$ cat src/rtl/pong_game_ctrl_pkg.sv
// Shared types and helpers for the pong game-state sequencer.
// State encodings are shared with pong_graph and the text overlay.
package pong_game_ctrl_pkg;

  typedef enum logic [1:0] {
    ST_NEWGAME = 2'b00,
    ST_PLAY    = 2'b01,
    ST_OVER    = 2'b10,
    ST_NEWBALL = 2'b11
  } state_t;

  localparam int TIMER_W = 7;

  // Two-digit BCD increment; 99 wraps to 00.
  function automatic logic [7:0] bcd_inc(input logic [3:0] d1, input logic [3:0] d0);
    logic [7:0] res;
    if (d0 == 4'd9) begin
      if (d1 == 4'd9) res = 8'h00;
      else            res = {d1 + 4'd1, 4'd0};
    end else begin
      res = {d1, d0 + 4'd1};
    end
    return res;
  endfunction

endpackage

$ cat src/rtl/pong_delay_timer.sv
// Frame-based down-counter; a load takes priority over a coincident frame tick.
// Also reusable by the text-blink logic.
module pong_delay_timer
  import pong_game_ctrl_pkg::*;
#(
  parameter int LOAD_VAL = 120
) (
  input  logic               i_clk,
  input  logic               i_reset,
  input  logic               i_load,
  input  logic               i_frame_tick,
  output logic [TIMER_W-1:0] o_count,
  output logic               o_timer_up
);

  logic [TIMER_W-1:0] r_count;

  always_ff @(posedge i_clk or posedge i_reset) begin
    if (i_reset)
      r_count <= '0;
    else if (i_load)
      r_count <= TIMER_W'(LOAD_VAL);
    else if (i_frame_tick && (r_count != '0))
      r_count <= r_count - TIMER_W'(1);
  end

  assign o_count    = r_count;
  assign o_timer_up = (r_count == '0);

endmodule

$ cat src/rtl/pong_game_ctrl.sv
// Pong game-state sequencer: state FSM, BCD score, balls remaining and delay timer.
// state   | meaning
// NEWGAME | score cleared, waiting for any button
// PLAY    | ball live, hit scores, miss costs a ball
// NEWBALL | ball parked, wait for timer then button
// OVER    | game over, wait for timer then back to NEWGAME
module pong_game_ctrl
  import pong_game_ctrl_pkg::*;
#(
  parameter int BALLS        = 3,
  parameter int BALL_W       = 2,
  parameter int TIMER_FRAMES = 120
) (
  input  logic              i_clk,
  input  logic              i_reset,
  input  logic              i_frame_tick,
  input  logic [1:0]        i_btn1,
  input  logic [1:0]        i_btn2,
  input  logic              i_hit,
  input  logic              i_miss,
  output logic [1:0]        o_game_state,
  output logic              o_gra_still,
  output logic [3:0]        o_dig0,
  output logic [3:0]        o_dig1,
  output logic [BALL_W-1:0] o_balls_left,
  output logic              o_timer_up
);

  localparam logic [BALL_W-1:0] BALLS_INIT = BALL_W'(BALLS);

  state_t             r_state;
  state_t             w_state_next;
  logic               w_load;
  logic               w_any_btn;
  logic               w_timer_up;
  logic [TIMER_W-1:0] w_timer_count;
  logic [3:0]         r_dig0;
  logic [3:0]         r_dig1;
  logic [BALL_W-1:0]  r_balls;
  logic [7:0]         w_score_inc;

  assign w_any_btn   = (|i_btn1) | (|i_btn2);
  assign w_score_inc = bcd_inc(r_dig1, r_dig0);

  pong_delay_timer #(
    .LOAD_VAL(TIMER_FRAMES)
  ) u_timer (
    .i_clk       (i_clk),
    .i_reset     (i_reset),
    .i_load      (w_load),
    .i_frame_tick(i_frame_tick),
    .o_count     (w_timer_count),
    .o_timer_up  (w_timer_up)
  );

  always_comb begin
    assert (w_timer_up == (w_timer_count == '0));
  end

  always_ff @(posedge i_clk or posedge i_reset) begin
    if (i_reset) r_state <= ST_NEWGAME;
    else         r_state <= w_state_next;
  end

  always_comb begin
    w_state_next = r_state;
    w_load       = 1'b0;
    case (r_state)
      ST_NEWGAME: begin
        if (w_any_btn) w_state_next = ST_PLAY;
      end
      ST_PLAY: begin
        if (i_miss) begin
          w_load       = 1'b1;
          w_state_next = (r_balls > BALL_W'(1)) ? ST_NEWBALL : ST_OVER;
        end
      end
      ST_NEWBALL: begin
        if (w_timer_up && w_any_btn) w_state_next = ST_PLAY;
      end
      ST_OVER: begin
        if (w_timer_up) w_state_next = ST_NEWGAME;
      end
      default: w_state_next = ST_NEWGAME;
    endcase
  end

  // Entering or staying in NEWGAME keeps the score and ball count at their start values.
  always_ff @(posedge i_clk or posedge i_reset) begin
    if (i_reset) begin
      r_dig0  <= 4'd0;
      r_dig1  <= 4'd0;
      r_balls <= BALLS_INIT;
    end else if (w_state_next == ST_NEWGAME) begin
      r_dig0  <= 4'd0;
      r_dig1  <= 4'd0;
      r_balls <= BALLS_INIT;
    end else if (r_state == ST_PLAY) begin
      if (i_hit) begin
        r_dig1 <= w_score_inc[7:4];
        r_dig0 <= w_score_inc[3:0];
      end
      if (i_miss && (r_balls != '0))
        r_balls <= r_balls - BALL_W'(1);
    end
  end

  assign o_game_state = r_state;
  assign o_gra_still  = (r_state != ST_PLAY);
  assign o_dig0       = r_dig0;
  assign o_dig1       = r_dig1;
  assign o_balls_left = r_balls;
  assign o_timer_up   = w_timer_up;

endmodule

$ cat config.mk
export PLATFORM = sky130hd
export DESIGN_NAME = pong_game_ctrl
export DESIGN_NICKNAME = d
export VERILOG_FILES = /design/src/rtl/pong_game_ctrl_pkg.sv /design/src/rtl/pong_delay_timer.sv /design/src/rtl/pong_game_ctrl.sv
export SDC_FILE = /design/constraint.sdc
export NUM_CORES = 1
export LEC_CHECK = 0
export CAP_MARGIN = 15
export CORE_ASPECT_RATIO = 1.2
export CORE_UTILIZATION = 35
export CTS_CLUSTER_SIZE = 24
export DETAILED_ROUTE_END_ITERATION = 8
export HOLD_SLACK_MARGIN = 0.02
export PLACE_DENSITY = 0.6
export SLEW_MARGIN = 20
export SYNTH_ARGS = -nofsm -noshare
export SYNTH_HDL_FRONTEND = slang
export SYNTH_HIERARCHICAL = 1
export SYNTH_SLANG_ARGS = --single-unit
export TNS_END_PERCENT = 50
$ cat constraint.sdc
create_clock -name i_clk -period 4.2 [get_ports i_clk]
set_input_delay 0.63 -clock i_clk [delete_from_list [all_inputs] [get_ports i_clk]]
set_output_delay 0.63 -clock i_clk [all_outputs]
set_load 0.03 [all_outputs]
* Word-level counts from Yosys, hierarchy flattened
Index checks and enable logic that the tools add are counted.
Word-level totals: register bits 19, latch bits 0, RAM bits 0, memory bits (read-only) 0, bits of input ports 9, output and inout port bits 14, logic and storage cells 56, memories 0
Operators by class: add/subtract/negate cells 4, multipliers 0, divide/modulo/power cells 0, $lt $le $gt $ge 1, equality and inequality tests 6, shifts and indexed selects 0, muxes and demuxes 21, bitwise logic cells 1, reductions and logical operators 18
Operator list (number):
- 4-bit 2-to-1 mux | 6
- 8-bit 2-to-1 mux | 2
- 2-bit 2-to-1 mux | 7
- 7-bit 2-to-1 mux | 2
- 2-bit nonzero test | 6
- 4-bit by 1-bit adder with 4-bit output (second input constant) | 2
- 4-bit == test (second input constant) | 2
- 2-bit case mux with 4 select lines | 1
- 7-bit zero test | 1
- 7-bit nonzero test | 1
- 7-bit by 1-bit subtractor with 7-bit output (second input constant) | 1
- 2-bit == test (second input constant) | 2
- 2-bit zero test | 2
- 2-bit AND reduction | 2
- 2-bit OR reduction | 2
- 1-bit logical AND | 3
- 1-bit 2-to-1 mux | 3
- 3-bit AND reduction | 1
- 2-bit by 1-bit == test with 1-bit output (second input constant) | 1
- 2-bit by 1-bit > comparator with 1-bit output (second input constant) | 1
- 2-bit by 1-bit inequality test with 1-bit output (second input constant) | 1
- 2-bit by 1-bit subtractor with 2-bit output (second input constant) | 1
- 1-bit bitwise OR | 1

* Logic depth before layout (Yosys ltp)
Gate-level depths: netlist of run 1.
depth after elaboration 8, gate-level depth with buffers 7, mapped depth without buffers 7

* Cells and area by module
The synthesis of run 1 kept the hierarchy.
By module, submodules not included:
- pong_game_ctrl | instances 1, cells each 75, area each 735.7 µm², seq. area each 302.8 µm²
- pong_delay_timer | instances 1, cells each 40, area each 397.9 µm², seq. area each 175.2 µm²

* Least setup slack after synthesis of run 1
Ideal clock, no wire load.
kind reg-to-reg, start point register u_timer.r_count[0], in the netlist u_timer/o_count[0], end point register r_dig0[3], in the netlist o_dig0[3], library setup time 0.148 ns, data arrival time 1.890 ns, required time 4.052 ns, slack 2.162 ns, stages on the path, launching flop included 8, path buffers 0, period minus slack after synthesis 2.038 ns, cell sequence dfrtp_1 inv_1 ha_1 nor3b_1 and2_1 mux2i_1 nor2_1 a311oi_1
On the way: cells in the longest elaborated chain, start to end 7, elaborated cells on any way between the ends 10, those cells by class mux: 4; reduce/logical: 6
Ends and longest elaborated chain:
- from (decl) | line pong_delay_timer.sv:16 | logic [TIMER_W-1:0] r_count;
- from (signal assigned) | line pong_delay_timer.sv:22 | r_count <= TIMER_W'(LOAD_VAL);
- from (signal assigned) | line pong_delay_timer.sv:24 | r_count <= r_count - TIMER_W'(1);
- 7-bit zero test * | line pong_delay_timer.sv:28 | assign o_timer_up = (r_count == '0);
- via o_timer_up | line pong_game_ctrl.sv:26 | output logic o_timer_up
- 1-bit logical AND | line pong_game_ctrl.sv:79 | if (w_timer_up && w_any_btn) w_state_next = ST_PLAY;
- 2-bit 2-to-1 mux | line pong_game_ctrl.sv:79
- 2-bit case mux with 4 select lines * | line pong_game_ctrl.sv:68 | case (r_state)
- 2-bit zero test * | line pong_game_ctrl.sv:94 | end else if (w_state_next == ST_NEWGAME) begin
- 2-bit nonzero test (no source line)
- 2-bit AND reduction (no source line)
- to (signal assigned) | line pong_game_ctrl.sv:101 | r_dig0 <= w_score_inc[3:0];
- to (decl) | line pong_game_ctrl.sv:37 | logic [3:0] r_dig0;
Mark *: on every way through the listed nets, which the timed path passes. The rest lies on a longest branch. A chain may end at the register's enable or synchronous reset.

* Worst setup path in the final report of run 1
start point register u_timer.r_count[0], in the netlist u_timer/o_count[0], end point output o_timer_up
On the way: cells in the longest elaborated chain, start to end 1
Ends and longest elaborated chain (line):
- 7-bit zero test | pong_delay_timer.sv:28
- to (decl) | pong_game_ctrl.sv:26
No other way between the ends.

==> results.cfg, run 1 <==
[synth]
ys.flop_type = dfrtp_1
ys_warn_count = 6
ys_seq_area_share_pct = 42.2
yosys-top-cells-area = dfrtp_1 38%, ha_1 7.7%, dfstp_2 4.6%, a21oi_1 4.4%, inv_1 3.6%
yosys_register_bits = 19
yosys.area.top_type = dfrtp_1
synth.distinct_cells = 36
yosysTopAreaCellShare_pct = 37.5
synth_fp_nets = 131
synth_edf_count = 0
synth-async-reset-ratio_pct = 100
syn_area_um2 = 1130
synthCells = 115
avgSynthCellArea_um2 = 9.86

[floorplan]
core_um2 = 3080
die_h_um = 64.3
ios = 23
rows = 22
die_w_um = 54.0
die-area_um2 = 3470
initial_core_util_pct = 36.8

[power_and_ir_drop]
switching_share_pct = 41.0
vdd_drop_max_v = 0.000284
p_clk_share_pct = 12.2
power_leakage_uw = 0.000598
p_seq_share_pct = 43.4
p_comb_share_pct = 44.4
p_sw_uw = 305
p_per_area_nw_per_um2 = 536
internal_power_uw = 439

[critical_path]
r2r-end = o_dig1[2]
cp_slowest_cell = clkdlybuf4s50_1
crit_type = flip-flop to output port
cp.required_ns = 3.57
cp_data_arrival_time_ns = 2.36
slowest_delay_ns = 0.70
reg2reg_depth = 7
r2r_slack_ns = 2.00
cp-start-kind = flip-flop
critPathBufInv = 2
reg2reg_from = u_timer/o_count[0]
crit_fanout = 5
cp_top_family = buffers and inverters
path_cells = inv_1 > ha_1 > nor3b_1 > and2_1 > clkdlybuf4s50_1
critPathCaptureType = output port

[timing]
max_freq_mhz = 334
setup_viol = 0
hold_viol = 0
rsz0062_at_grt = no
finClkSkew_ns = 0.00882
slew_viol_final = 0
period_needed_ns = 2.99
tns_ns = 0
slew_headroom_pct = 66.2
setup_ws_ns = 1.21
worst_slew_pin_slew_ns = 0.506
final.period_utilization_pct = 71.3
holdWs_ns = 0.528

[cts]
post_cts_resize_count = 0
cts_sinks = 19
cts_buffers = 3
cts_tree = yes
hold_buffers = 0
clock_path_buffers = 2
cts_root_buf = clkbuf_4
cts.clk_slew.worst_paths_ns = 0.11
insertion_delay_ns = 0.29
cts_setup_buffers = 0
cts-htree-levels = 1

[routing]
wl_per_cell_um = 12.3
via_per_inst = 5.34
wirelength_um = 2130
drt_iter0_drc = 11
drt-pass1-iter-count = 4
postRouteAntennaNets = 0
vias = 929
drc = 0

[global_routing]
grt-ovfl-total = 0
grt_pass1_vias = 860
antenna_found_initial = 0
grt_pass1_wl_um = 3570
grt_max_degree = 13
grt_usage_pct = 13.7

[layout]
drive_gt1_share_pct = 8.70
final_cells = 174
final_nets = 155
utilization_pct = 45.0
antenna_cells = 0
area_growth_pct = 22.4

[job]
cap_viol_max_count = 0

[hold_path]
holdCritPathClass = flip-flop to flip-flop
whs_endpoint = o_dig0[3]
holdCritStartpoint = o_dig0[3]
hold_depth = 1

[outcome]
status = finished, final reports clean

[placed_design]
io_buffers = 22
gp_congestion = 0.800
placed_cells = 170
hpwl_um = 1610
post-place-ws_ns = 1.55
==> cell usage after synthesis (all sizes together) (2+ instances only) <==
cell and number:
or4 2, nand3b 4, nand4b 2, nand2 8
nor2 8, ha 7, a21boi 3, and3b 2
nor3 3, mux2i 2, buf 3, o21ai 6
or3 3, nand3 5, inv 11, dfrtp 17
dfstp 2, a21oi 10, or2 2
==> cell usage in the layout, fill, tap and decap left out, types with 2 or more instances in the layout <==
master           Yosys  layout
clkdlybuf4s50_1      0      22
dfrtp_1             17      17
inv_1               11      11
a21oi_1             10      10
nor2_1               8       8
nand2_1              7       7
ha_1                 7       7
o21ai_0              6       6
nand3_1              5       5
nand3b_1             4       4
or3_1                3       3
nor3_1               3       3
a21boi_0             3       3
clkbuf_4             0       3
mux2i_1              2       2
or2_2                2       2
and3b_1              2       2
nand4b_1             2       2
dfstp_2              2       2
or4_1                2       2
==> sequential cells by signal, summed over array words and instances, names as in the netlist <==
signal	cells
o_balls_left	2
o_dig0	4
o_dig1	4
o_game_state	2
u_timer/o_count	7
==> worst max path at each step <==
stage / cells past startpoint / end / slack [ns] / from
floorplan: 7 / o_dig0[3] / 2.16 / u_timer/o_count[0]
global placement: 5 / o_timer_up / 1.58 / u_timer/o_count[0]
detailed placement: 5 / o_timer_up / 1.55 / u_timer/o_count[0]
CTS: 5 / o_timer_up / 1.21 / u_timer/o_count[0]
global route: 5 / o_timer_up / 1.06 / u_timer/o_count[0]
finish: 5 / o_timer_up / 1.21 / u_timer/o_count[0]
==> layout make-up <==
type / instances / area [um^2]
clock buffer: 4 / 26.3
fill: 310 / 1700
inverter: 11 / 41.3
multi-input combinational: 82 / 577
sequential: 19 / 478
tap: 36 / 45.0
timing repair buffer: 22 / 220
==> through the flow <==
stage	cell area [um^2]	power [uW]
6_report	1390	744
5_1_grt	1390	801
4_1_cts	1390	748
3_5_place_dp	1360	658
3_3_place_gp	1360	648
2_1_floorplan	1130	550
==> cells by family (layout without fill, tap and decap cells) <==
group	after synthesis	after routing	synth area share [%]
DFF	19	19	42.2
adders and majority gates	7	7	7.73
AOI/OAI and AO/OA	27	27	15.5
buffers and inverters	14	37	6.95
and+or+nand+nor	44	44	24.2
muxes	3	3	2.76
xor gates and xnor gates	1	1	0.773
==> routing by layer <==
| layer | track usage [%] | wire length (um) | vias to the layer above |
|---|---|---|---|
| li1 | - | - | 459 |
| met4 | 4.93 | 10 | 0 |
| met3 | 2.14 | 72 | 2 |
| met2 | 23.5 | 1050 | 24 |
| met1 | 16.6 | 995 | 444 |
| met5 | 0 | 0 | - |
==> power groups by stage <==
stage / sequential, uW / combinational, uW / clock (uW)
after floorplan: 363 / 187 / 0
after global placement: 320 / 327 / 0
after detailed placement: 324 / 333 / 0
after CTS: 321 / 333 / 93.8
after global routing: 331 / 370 / 100
final: 323 / 330 / 91.2
(Power assumes the default switching activity.)
==> run 2: changes to the inputs <==
==> constraint.sdc (replaced) <==
create_clock -name i_clk -period 2.9 [get_ports i_clk]
set_input_delay 0.435 -clock i_clk [delete_from_list [all_inputs] [get_ports i_clk]]
set_output_delay 0.435 -clock i_clk [all_outputs]
set_load 0.03 [all_outputs]
==> results.cfg, run 2 (synthesis results as in run 1) <==
[critical_path]
crit_fanout = 5
cp-start-kind = flip-flop
critPathCaptureType = output port
cp.required_ns = 2.47
cp_data_arrival_time_ns = 2.20
reg2reg_depth = 7
crit_type = flip-flop to output port

[floorplan]
die_h_um = 64.3
die_w_um = 54.0
rows = 22
core_um2 = 3080
initial_core_util_pct = 36.8
die-area_um2 = 3470
ios = 23

[cts]
cts_sinks = 19
cts_root_buf = clkbuf_4
post_cts_resize_count = 0
cts-htree-levels = 1
cts.clk_slew.worst_paths_ns = 0.12
clock_path_buffers = 2
hold_buffers = 0
insertion_delay_ns = 0.30
cts_setup_buffers = 0
cts_buffers = 3
cts_tree = yes

[routing]
drc = 0
postRouteAntennaNets = 0
vias = 924
wirelength_um = 2140
wl_per_cell_um = 12.3
drt-pass1-iter-count = 4
drt_iter0_drc = 14
via_per_inst = 5.31

[global_routing]
grt_pass1_wl_um = 3660
grt_usage_pct = 14.0
grt-ovfl-total = 0
antenna_found_initial = 0
grt_max_degree = 13
grt_pass1_vias = 879

[timing]
worst_slew_pin_slew_ns = 0.553
finClkSkew_ns = 0.0167
final.period_utilization_pct = 90.9
max_freq_mhz = 379
rsz0062_at_grt = no
hold_viol = 0
period_needed_ns = 2.64
slew_headroom_pct = 63.0
tns_ns = 0
setup_viol = 0
slew_viol_final = 0

[layout]
antenna_cells = 0
largest_reg_flops = 7
final_nets = 155
final_area_um2 = 1390
final_common_cell = clkdlybuf4s50_1
drive_gt1_share_pct = 10.1
area_growth_pct = 23.0
fillCellCount = 322
final_cell_mix = 22 x clkdlybuf4s50_1, 17 x dfrtp_1, 11 x inv_1

[placed_design]
placed_cell_area_um2 = 1360
hpwl_um = 1630
io_buffers = 22
gp_congestion = 0.795

[hold_path]
holdCritPathClass = primary input to asynchronous set/reset pin

[job]
cap_viol_max_count = 0

[power_and_ir_drop]
power_leakage_uw = 0.000601
p_per_area_nw_per_um2 = 774
vdd_drop_max_v = 0.000432

[outcome]
status = finished, final reports clean
-- run 2: changes by cell type in the layout (fill, tap and decap cells not counted), sizes merged --
cell,before,now
clkinv,0,1
clkbuf,4,3
-- run 2: stage by stage --
step | power (uW) | worst slack, ns | hold WS (ns) | utilization (%) | instances
detailed placement | 950 | 0.459 | 0.530 | 44.2 | 170
floorplan | 796 | 0.862 | 0.238 | - | 115
CTS | 1090 | 0.0952 | 0.381 | 45.0 | 174
global route | 1160 | 0.139 | 0.418 | 45.2 | 174
global placement | 938 | 0.483 | 0.496 | 44.2 | 170
finish | 1080 | 0.262 | 0.373 | 45.2 | 174
-- run 2: path summary, 6_finish.rpt --
kind | start | end | slack, ns
setup / recovery | u_timer/o_count[0] | o_timer_up | 0.26
hold / removal | i_reset | u_timer/o_count[3] | 0.37
setup reg to reg | u_timer/o_count[0] | o_dig1[2] | 0.83
hold reg to reg | o_balls_left[1] | o_balls_left[1] | 0.54
max in group asynchronous | i_reset | o_balls_left[0] | 2.08
min in group i_clk | o_balls_left[1] | o_balls_left[1] | 0.54
-- run 2: final cells by class --
type                       count  area (um^2)  area share (%)
inverter                      11         41.3            2.96
sequential                    19          478            34.3
clock inverter                 1         5.00           0.359
clock buffer                   3         22.5            1.62
tap                           36         45.0            3.23
multi-input combinational     82          582            41.7
timing repair buffer          22          220            15.8
-- run 2: worst max-delay path, stage by stage (launching register included) --
cell	delay, ns
dfrtp_1	0.40
inv_1	0.10
ha_1	0.17
nor3b_2	0.28
and2_1	0.27
clkdlybuf4s50_1	0.70
-- run 2: power by group --
part | switching, uW | total [uW] | internal [uW]
clock network | 81.9 | 133 | 51.2
registers | 105 | 468 | 362
logic | 258 | 478 | 221
-- run 2: routing by layer --
layer / up-vias / global-route usage, % / routed length [um]
met5: - / 0 / 0
met4: 0 / 4.61 / 12
met3: 2 / 2.38 / 69
met2: 18 / 24.4 / 1070
met1: 449 / 16.5 / 988
li1: 455 / - / -
